<file path="src/rtl/keypad_scan_ctrl.sv">
// keypad_scan_ctrl
// Scans a ROWS x COLS matrix keypad for the safe-lock front end. A single
// low column walks across the keypad, one step per scan tick. The active-low
// rows are sampled on ticks and a press is debounced. One key code is then
// offered per press over a valid/ack handshake. A debounced release must
// follow before scanning resumes.
//
// Ports:
//   clk        system clock
//   reset      synchronous, active-high reset
//   scan_tick  one-cycle pulse from the prescaler; all sampling happens here
//   row_in     keypad rows, active-low, asynchronous to clk
//   col_out    registered one-cold column drive
//   key_code   row*COLS + col of the accepted key
//   key_valid  key_code is valid; held until key_ack
//   key_ack    consumer accepts key_code
module keypad_scan_ctrl #(
    parameter int COLS     = 4,
    parameter int ROWS     = 4,
    parameter int DEBOUNCE = 3,
    parameter int KW       = $clog2(ROWS * COLS)
) (
    input  logic            clk,
    input  logic            reset,
    input  logic            scan_tick,
    input  logic [ROWS-1:0] row_in,
    output logic [COLS-1:0] col_out,
    output logic [KW-1:0]   key_code,
    output logic            key_valid,
    input  logic            key_ack
);

    localparam int CW = $clog2(COLS);
    localparam int RW = (ROWS > 1) ? $clog2(ROWS) : 1;
    localparam int NW = $clog2(DEBOUNCE + 1);
    localparam logic [NW-1:0] CNT_MAX  = NW'(DEBOUNCE);
    localparam logic [CW-1:0] COL_LAST = CW'(COLS - 1);

    typedef enum logic [1:0] {
        ST_SCAN,
        ST_DEBOUNCE,
        ST_PRESENT,
        ST_WAIT_RELEASE
    } state_t;

    state_t          state, state_next;
    logic [ROWS-1:0] row_meta, row_s;
    logic [CW-1:0]   col_idx, col_idx_next, col_adv;
    logic [COLS-1:0] col_out_next;
    logic [NW-1:0]   cnt, cnt_next, cnt_inc;
    logic [RW-1:0]   cand_row, cand_row_next;
    logic [KW-1:0]   key_code_next;
    logic            key_valid_next;
    logic            hit;
    logic [RW-1:0]   hit_row;

    // Lowest-index low row wins when several rows are pulled down at once.
    // The loop runs downwards so the last assignment is the lowest index.
    always_comb begin
        hit     = 1'b0;
        hit_row = '0;
        for (int i = ROWS - 1; i >= 0; i--) begin
            if (!row_s[i]) begin
                hit     = 1'b1;
                hit_row = RW'(i);
            end
        end
    end

    // Column wraps from the last column back to column 0.
    always_comb begin
        col_adv = (col_idx == COL_LAST) ? '0 : col_idx + 1'b1;
        cnt_inc = cnt + 1'b1;
    end

    // Next-state logic. Ticks only matter outside PRESENT. The column is held
    // while a candidate, a presented key or a pending release owns it.
    always_comb begin
        state_next     = state;
        col_idx_next   = col_idx;
        cnt_next       = cnt;
        cand_row_next  = cand_row;
        key_code_next  = key_code;
        key_valid_next = key_valid;

        case (state)
            ST_SCAN: begin
                if (scan_tick) begin
                    if (hit) begin
                        cand_row_next = hit_row;
                        cnt_next      = NW'(1);
                        if (DEBOUNCE == 1) begin
                            key_code_next  = KW'(int'(hit_row) * COLS + int'(col_idx));
                            key_valid_next = 1'b1;
                            state_next     = ST_PRESENT;
                        end else begin
                            state_next = ST_DEBOUNCE;
                        end
                    end else begin
                        col_idx_next = col_adv;
                    end
                end
            end

            ST_DEBOUNCE: begin
                if (scan_tick) begin
                    if (hit && (hit_row == cand_row)) begin
                        cnt_next = cnt_inc;
                        if (cnt_inc == CNT_MAX) begin
                            key_code_next  = KW'(int'(cand_row) * COLS + int'(col_idx));
                            key_valid_next = 1'b1;
                            state_next     = ST_PRESENT;
                        end
                    end else begin
                        cnt_next     = '0;
                        col_idx_next = col_adv;
                        state_next   = ST_SCAN;
                    end
                end
            end

            ST_PRESENT: begin
                if (key_ack) begin
                    key_valid_next = 1'b0;
                    cnt_next       = '0;
                    state_next     = ST_WAIT_RELEASE;
                end
            end

            ST_WAIT_RELEASE: begin
                if (scan_tick) begin
                    if (!hit) begin
                        if (cnt_inc == CNT_MAX) begin
                            cnt_next     = '0;
                            col_idx_next = col_adv;
                            state_next   = ST_SCAN;
                        end else begin
                            cnt_next = cnt_inc;
                        end
                    end else begin
                        cnt_next = '0;
                    end
                end
            end

            default: begin
                state_next = ST_SCAN;
            end
        endcase

        // Decode ahead of the register so col_out itself comes from a flop.
        for (int i = 0; i < COLS; i++) begin
            col_out_next[i] = (CW'(i) != col_idx_next);
        end
    end

    // State register and row synchronizer. Reset idles the synchronizer high
    // so no phantom press is seen right after reset.
    always_ff @(posedge clk) begin
        if (reset) begin
            row_meta  <= '1;
            row_s     <= '1;
            state     <= ST_SCAN;
            col_idx   <= '0;
            col_out   <= {{(COLS - 1){1'b1}}, 1'b0};
            cnt       <= '0;
            cand_row  <= '0;
            key_code  <= '0;
            key_valid <= 1'b0;
        end else begin
            row_meta  <= row_in;
            row_s     <= row_meta;
            state     <= state_next;
            col_idx   <= col_idx_next;
            col_out   <= col_out_next;
            cnt       <= cnt_next;
            cand_row  <= cand_row_next;
            key_code  <= key_code_next;
            key_valid <= key_valid_next;
        end
    end

endmodule

</file>
<file path="config.mk">
export PLATFORM = sky130hd
export DESIGN_NAME = keypad_scan_ctrl
export DESIGN_NICKNAME = d
export VERILOG_FILES = /design/src/rtl/keypad_scan_ctrl.sv
export SDC_FILE = /design/constraint.sdc
export NUM_CORES = 1
export LEC_CHECK = 0
export CORE_MARGIN = 2
export CORE_UTILIZATION = 57
export DETAILED_ROUTE_END_ITERATION = 6
export GPL_ROUTABILITY_DRIVEN = 0
export HOLD_SLACK_MARGIN = 0.06
export PLACE_DENSITY_LB_ADDON = 0.12
export SYNTH_ARGS = -nofsm -noshare
export SYNTH_HDL_FRONTEND = slang
export SYNTH_SLANG_ARGS = --single-unit
export TNS_END_PERCENT = 20
</file>
<file path="constraint.sdc">
create_clock -name clk -period 3.6 [get_ports clk]
set_clock_uncertainty 0.1 [all_clocks]
set_input_delay 0.36 -clock clk [delete_from_list [all_inputs] [get_ports clk]]
set_output_delay 0.36 -clock clk [all_outputs]
set_load 0.02 [all_outputs]
</file>
==> metrics.txt <==
# TYPE chip_impl_metric gauge
chip_impl_info{name="clockRootBuffer",value="clkbuf_4"} 1
chip_impl_metric{name="detail_route.iter0.violations",unit=""} 19
chip_impl_metric{name="internal_power",unit="µW"} 392
chip_impl_metric{name="grt_antenna_before_repair",unit=""} 0
chip_impl_metric{name="start_util",unit="%"} 58.8
chip_impl_metric{name="min_period_over_period",unit="%"} 63.6
chip_impl_info{name="critPathLaunchType",value="input port"} 1
chip_impl_metric{name="postCtsSetupBuffers",unit=""} 0
chip_impl_metric{name="swShare",unit="%"} 28.6
chip_impl_info{name="hold_path_class",value="flop to flop"} 1
chip_impl_metric{name="cts-buffers-inserted",unit=""} 3
chip_impl_metric{name="ioPinCount",unit=""} 17
chip_impl_metric{name="avgViaCountPerCell",unit=""} 5.62
chip_impl_metric{name="first_pass_iters",unit=""} 4
chip_impl_metric{name="clk_transition_reported_paths",unit="ns"} 0.12
chip_impl_metric{name="sequential_area_share_after_synthesis",unit="%"} 39.6
chip_impl_metric{name="dp_hpwl",unit="mm"} 1.74
chip_impl_metric{name="maxSlewHeadroom",unit="%"} 51.0
chip_impl_metric{name="power.net_switching",unit="µW"} 157
chip_impl_metric{name="postCtsHoldBufs",unit=""} 0
chip_impl_metric{name="via_count",unit=""} 1011
chip_impl_metric{name="post-synth-top-area-fraction",unit="%"} 39.6
chip_impl_metric{name="final_nets",unit=""} 165
chip_impl_metric{name="antenna_cells",unit=""} 0
chip_impl_info{name="rsz0062_at_grt",value="false"} 1
chip_impl_metric{name="clkLatencyLatePin",unit="ns"} 0.32
chip_impl_metric{name="synth_async_sr_flop_share",unit="%"} 0
chip_impl_metric{name="setup_violations",unit=""} 0
chip_impl_metric{name="post_drt_wl_per_cell",unit="µm"} 13.3
chip_impl_metric{name="number_of_flops_mapped_to_enable_cells_by_yosys",unit=""} 0
chip_impl_metric{name="grt_max_degree",unit=""} 24
chip_impl_metric{name="mappedNetlistNets",unit=""} 150
chip_impl_metric{name="placed_area",unit="µm²"} 1420
chip_impl_metric{name="synthesis.area_per_instance",unit="µm²"} 9.15
chip_impl_metric{name="power_frac_clock",unit="%"} 22.3
chip_impl_metric{name="worst_pin_slew",unit="ns"} 0.733
chip_impl_metric{name="die_span_x",unit="µm"} 51.1
chip_impl_info{name="crit_end_category",value="flop"} 1
chip_impl_metric{name="count_of_maximum_capacitance_violations",unit=""} 0
chip_impl_metric{name="power",unit="µW"} 548
chip_impl_metric{name="synth.lib_cells_used.distinct",unit=""} 39
chip_impl_metric{name="ant_nets",unit=""} 0
chip_impl_info{name="tritoncts",value="built"} 1
chip_impl_metric{name="grt_overflow_total",unit=""} 0
chip_impl_metric{name="seq_power_share",unit="%"} 56.6
chip_impl_metric{name="path_max_fanout",unit=""} 12
chip_impl_metric{name="power.combinational.fraction",unit="%"} 21.1
chip_impl_metric{name="stdcell_area",unit="µm²"} 1450
chip_impl_metric{name="grt_pass1_vias",unit=""} 943
chip_impl_metric{name="overall_die_area",unit="µm²"} 2610
chip_impl_metric{name="report.final.hold_viol_count",unit=""} 0
chip_impl_metric{name="drc",unit=""} 0
chip_impl_metric{name="all_layer_global_routing_usage",unit="%"} 20.6
chip_impl_metric{name="numPortBuffers",unit=""} 16
chip_impl_metric{name="vdd_drop_max",unit="V"} 0.000315
chip_impl_metric{name="layout-drive-gt1-share",unit="%"} 16.4
chip_impl_info{name="status",value="completed"} 1
chip_impl_metric{name="critPathArrivalTime",unit="ns"} 2.40
chip_impl_metric{name="p_per_area",unit="nW/µm²"} 380
chip_impl_metric{name="syn-instance-count",unit=""} 138
chip_impl_info{name="path_class",value="input port to flop"} 1
chip_impl_metric{name="p_leak",unit="µW"} 0.000530
chip_impl_metric{name="layout.filler_cells",unit=""} 178
chip_impl_info{name="cell_with_the_most_instances_after_synthesis",value="dfxtp_1"} 1
chip_impl_metric{name="cts_htree_levels",unit=""} 1
chip_impl_metric{name="totalWireLength",unit="mm"} 2.40
chip_impl_metric{name="placement_rows",unit=""} 17
chip_impl_metric{name="global_route_wire_length_before_repair",unit="mm"} 4.11
chip_impl_metric{name="synth-seq-cells",unit=""} 25
chip_impl_metric{name="clockBufferDepth",unit=""} 2
chip_impl_metric{name="slew_viol_final",unit=""} 0
chip_impl_info{name="ys_top_cells_by_area",value="dfxtp_1 (40%), mux2i_1 (5.6%), nor2_1 (5.4%), or2_2 (4.5%), nand2_1 (4.2%)"} 1
chip_impl_info{name="synth-main-ff-cell",value="dfxtp_1"} 1
chip_impl_info{name="netlist.top_cell.by_area",value="dfxtp_1"} 1
chip_impl_metric{name="cts.repair.resized",unit=""} 0
chip_impl_metric{name="finalCriticalPeriod",unit="ns"} 2.29
chip_impl_metric{name="area.growth.synth_to_final",unit="%"} 14.5
chip_impl_metric{name="synth_warnings",unit=""} 0
chip_impl_metric{name="core_area",unit="µm²"} 2150
chip_impl_info{name="synth_top_cells_by_count",value="dfxtp_1 (25), nor2_1 (18), nand2_1 (14)"} 1
chip_impl_metric{name="netlist_area",unit="µm²"} 1260
chip_impl_metric{name="cts.sinks",unit=""} 25
chip_impl_metric{name="max_freq",unit="MHz"} 437
chip_impl_metric{name="die_y",unit="µm"} 51.1
chip_impl_metric{name="worst-endpoint-required",unit="ns"} 3.71
chip_impl_metric{name="setup_tns",unit="ns"} 0
-- critical path, stage by stage --
cell	delay, ns
clkdlybuf4s50_1	0.72
inv_1	0.08
o311ai_0	0.35
a211oi_1	0.13
a211oi_4	0.27
a21oi_1	0.12
or3b_1	0.36
-- power groups by stage --
stage,Sequential (µW),Combinational [µW],Clock (µW)
floorplan,319,79.3,0
global placement,316,111,0
detailed placement,316,114,0
CTS,310,116,128
global route,313,127,136
finish,310,116,122
-- layout make-up --
type | count | area [µm²] | share of cell area [%]
clock buffers | 3 | 22.5 | 1.56
inverters | 8 | 30.0 | 2.08
well taps | 28 | 35.0 | 2.42
repair buffers | 16 | 160 | 11.1
clock inverters | 1 | 5.00 | 0.346
multi-input cells | 99 | 692 | 47.9
flip-flops and latches | 25 | 500 | 34.6
-- cell families after synthesis --
kind of cell | Yosys count | share of synthesized area, %
AOI/OAI and AO/OA | 26 | 18.3
adders and majority gates | 4 | 3.96
buffers and inverters | 14 | 5.55
DFF | 25 | 39.6
muxes | 7 | 5.55
and+or+nand+nor | 62 | 27.0
-- per-layer routing --
layer	up-vias	GRT usage, %	wire, µm	part of all wire [%]
li1	511	-	-	-
met3	4	1.75	43	1.8
met5	-	0	0	0
met1	483	26.7	1130	47
met4	0	8.11	30	1.2
met2	13	35.5	1200	50
-- path summary, 6_finish.rpt --
path                            slack [ns]                    from  depth (start not counted)                     to
worst max-delay path                  1.31               scan_tick                          7  col_out[2]$_SDFF_PP1_
worst min-delay path                  0.32  row_meta[0]$_SDFF_PP1_                          1    row_s[0]$_SDFF_PP1_
worst max register to register        1.36     row_s[0]$_SDFF_PP1_                          6  col_out[2]$_SDFF_PP1_
worst min register to register        0.32  row_meta[0]$_SDFF_PP1_                          1    row_s[0]$_SDFF_PP1_
-- stage by stage --
step,utilization [%],hold WS (ns),setup WS [ns],instances
3_3_place_gp,66.0,0.292,1.11,176
5_1_grt,67.3,0.338,1.23,180
4_1_cts,67.3,0.325,1.33,180
6_report,67.3,0.323,1.31,180
3_5_place_dp,66.0,0.294,1.02,176
2_1_floorplan,-,0.289,1.64,138
-- state kept, by name (all words and copies together) (netlist names), named ones only --
register,count
cand_row,2
cnt,2
col_idx,2
col_out,4
key_code,4
key_valid,1
row_meta,4
row_s,4
state,1
-- layout by cell type, fill, tap and decap left out, types with 2 or more instances in the layout --
cell,instances
nand4_1,2
dfxtp_1,25
o21ai_0,2
nand2_1,14
a31oi_1,2
mux2i_1,7
nor3_1,4
o221ai_2,2
or2_2,9
nand3_1,4
inv_1,8
clkbuf_4,3
nor2_1,18
ha_1,4
clkdlybuf4s50_1,16
a211oi_1,2
a21oi_1,8
nand2b_1,2
No activity file was read; power rests on OpenSTA's default activity.
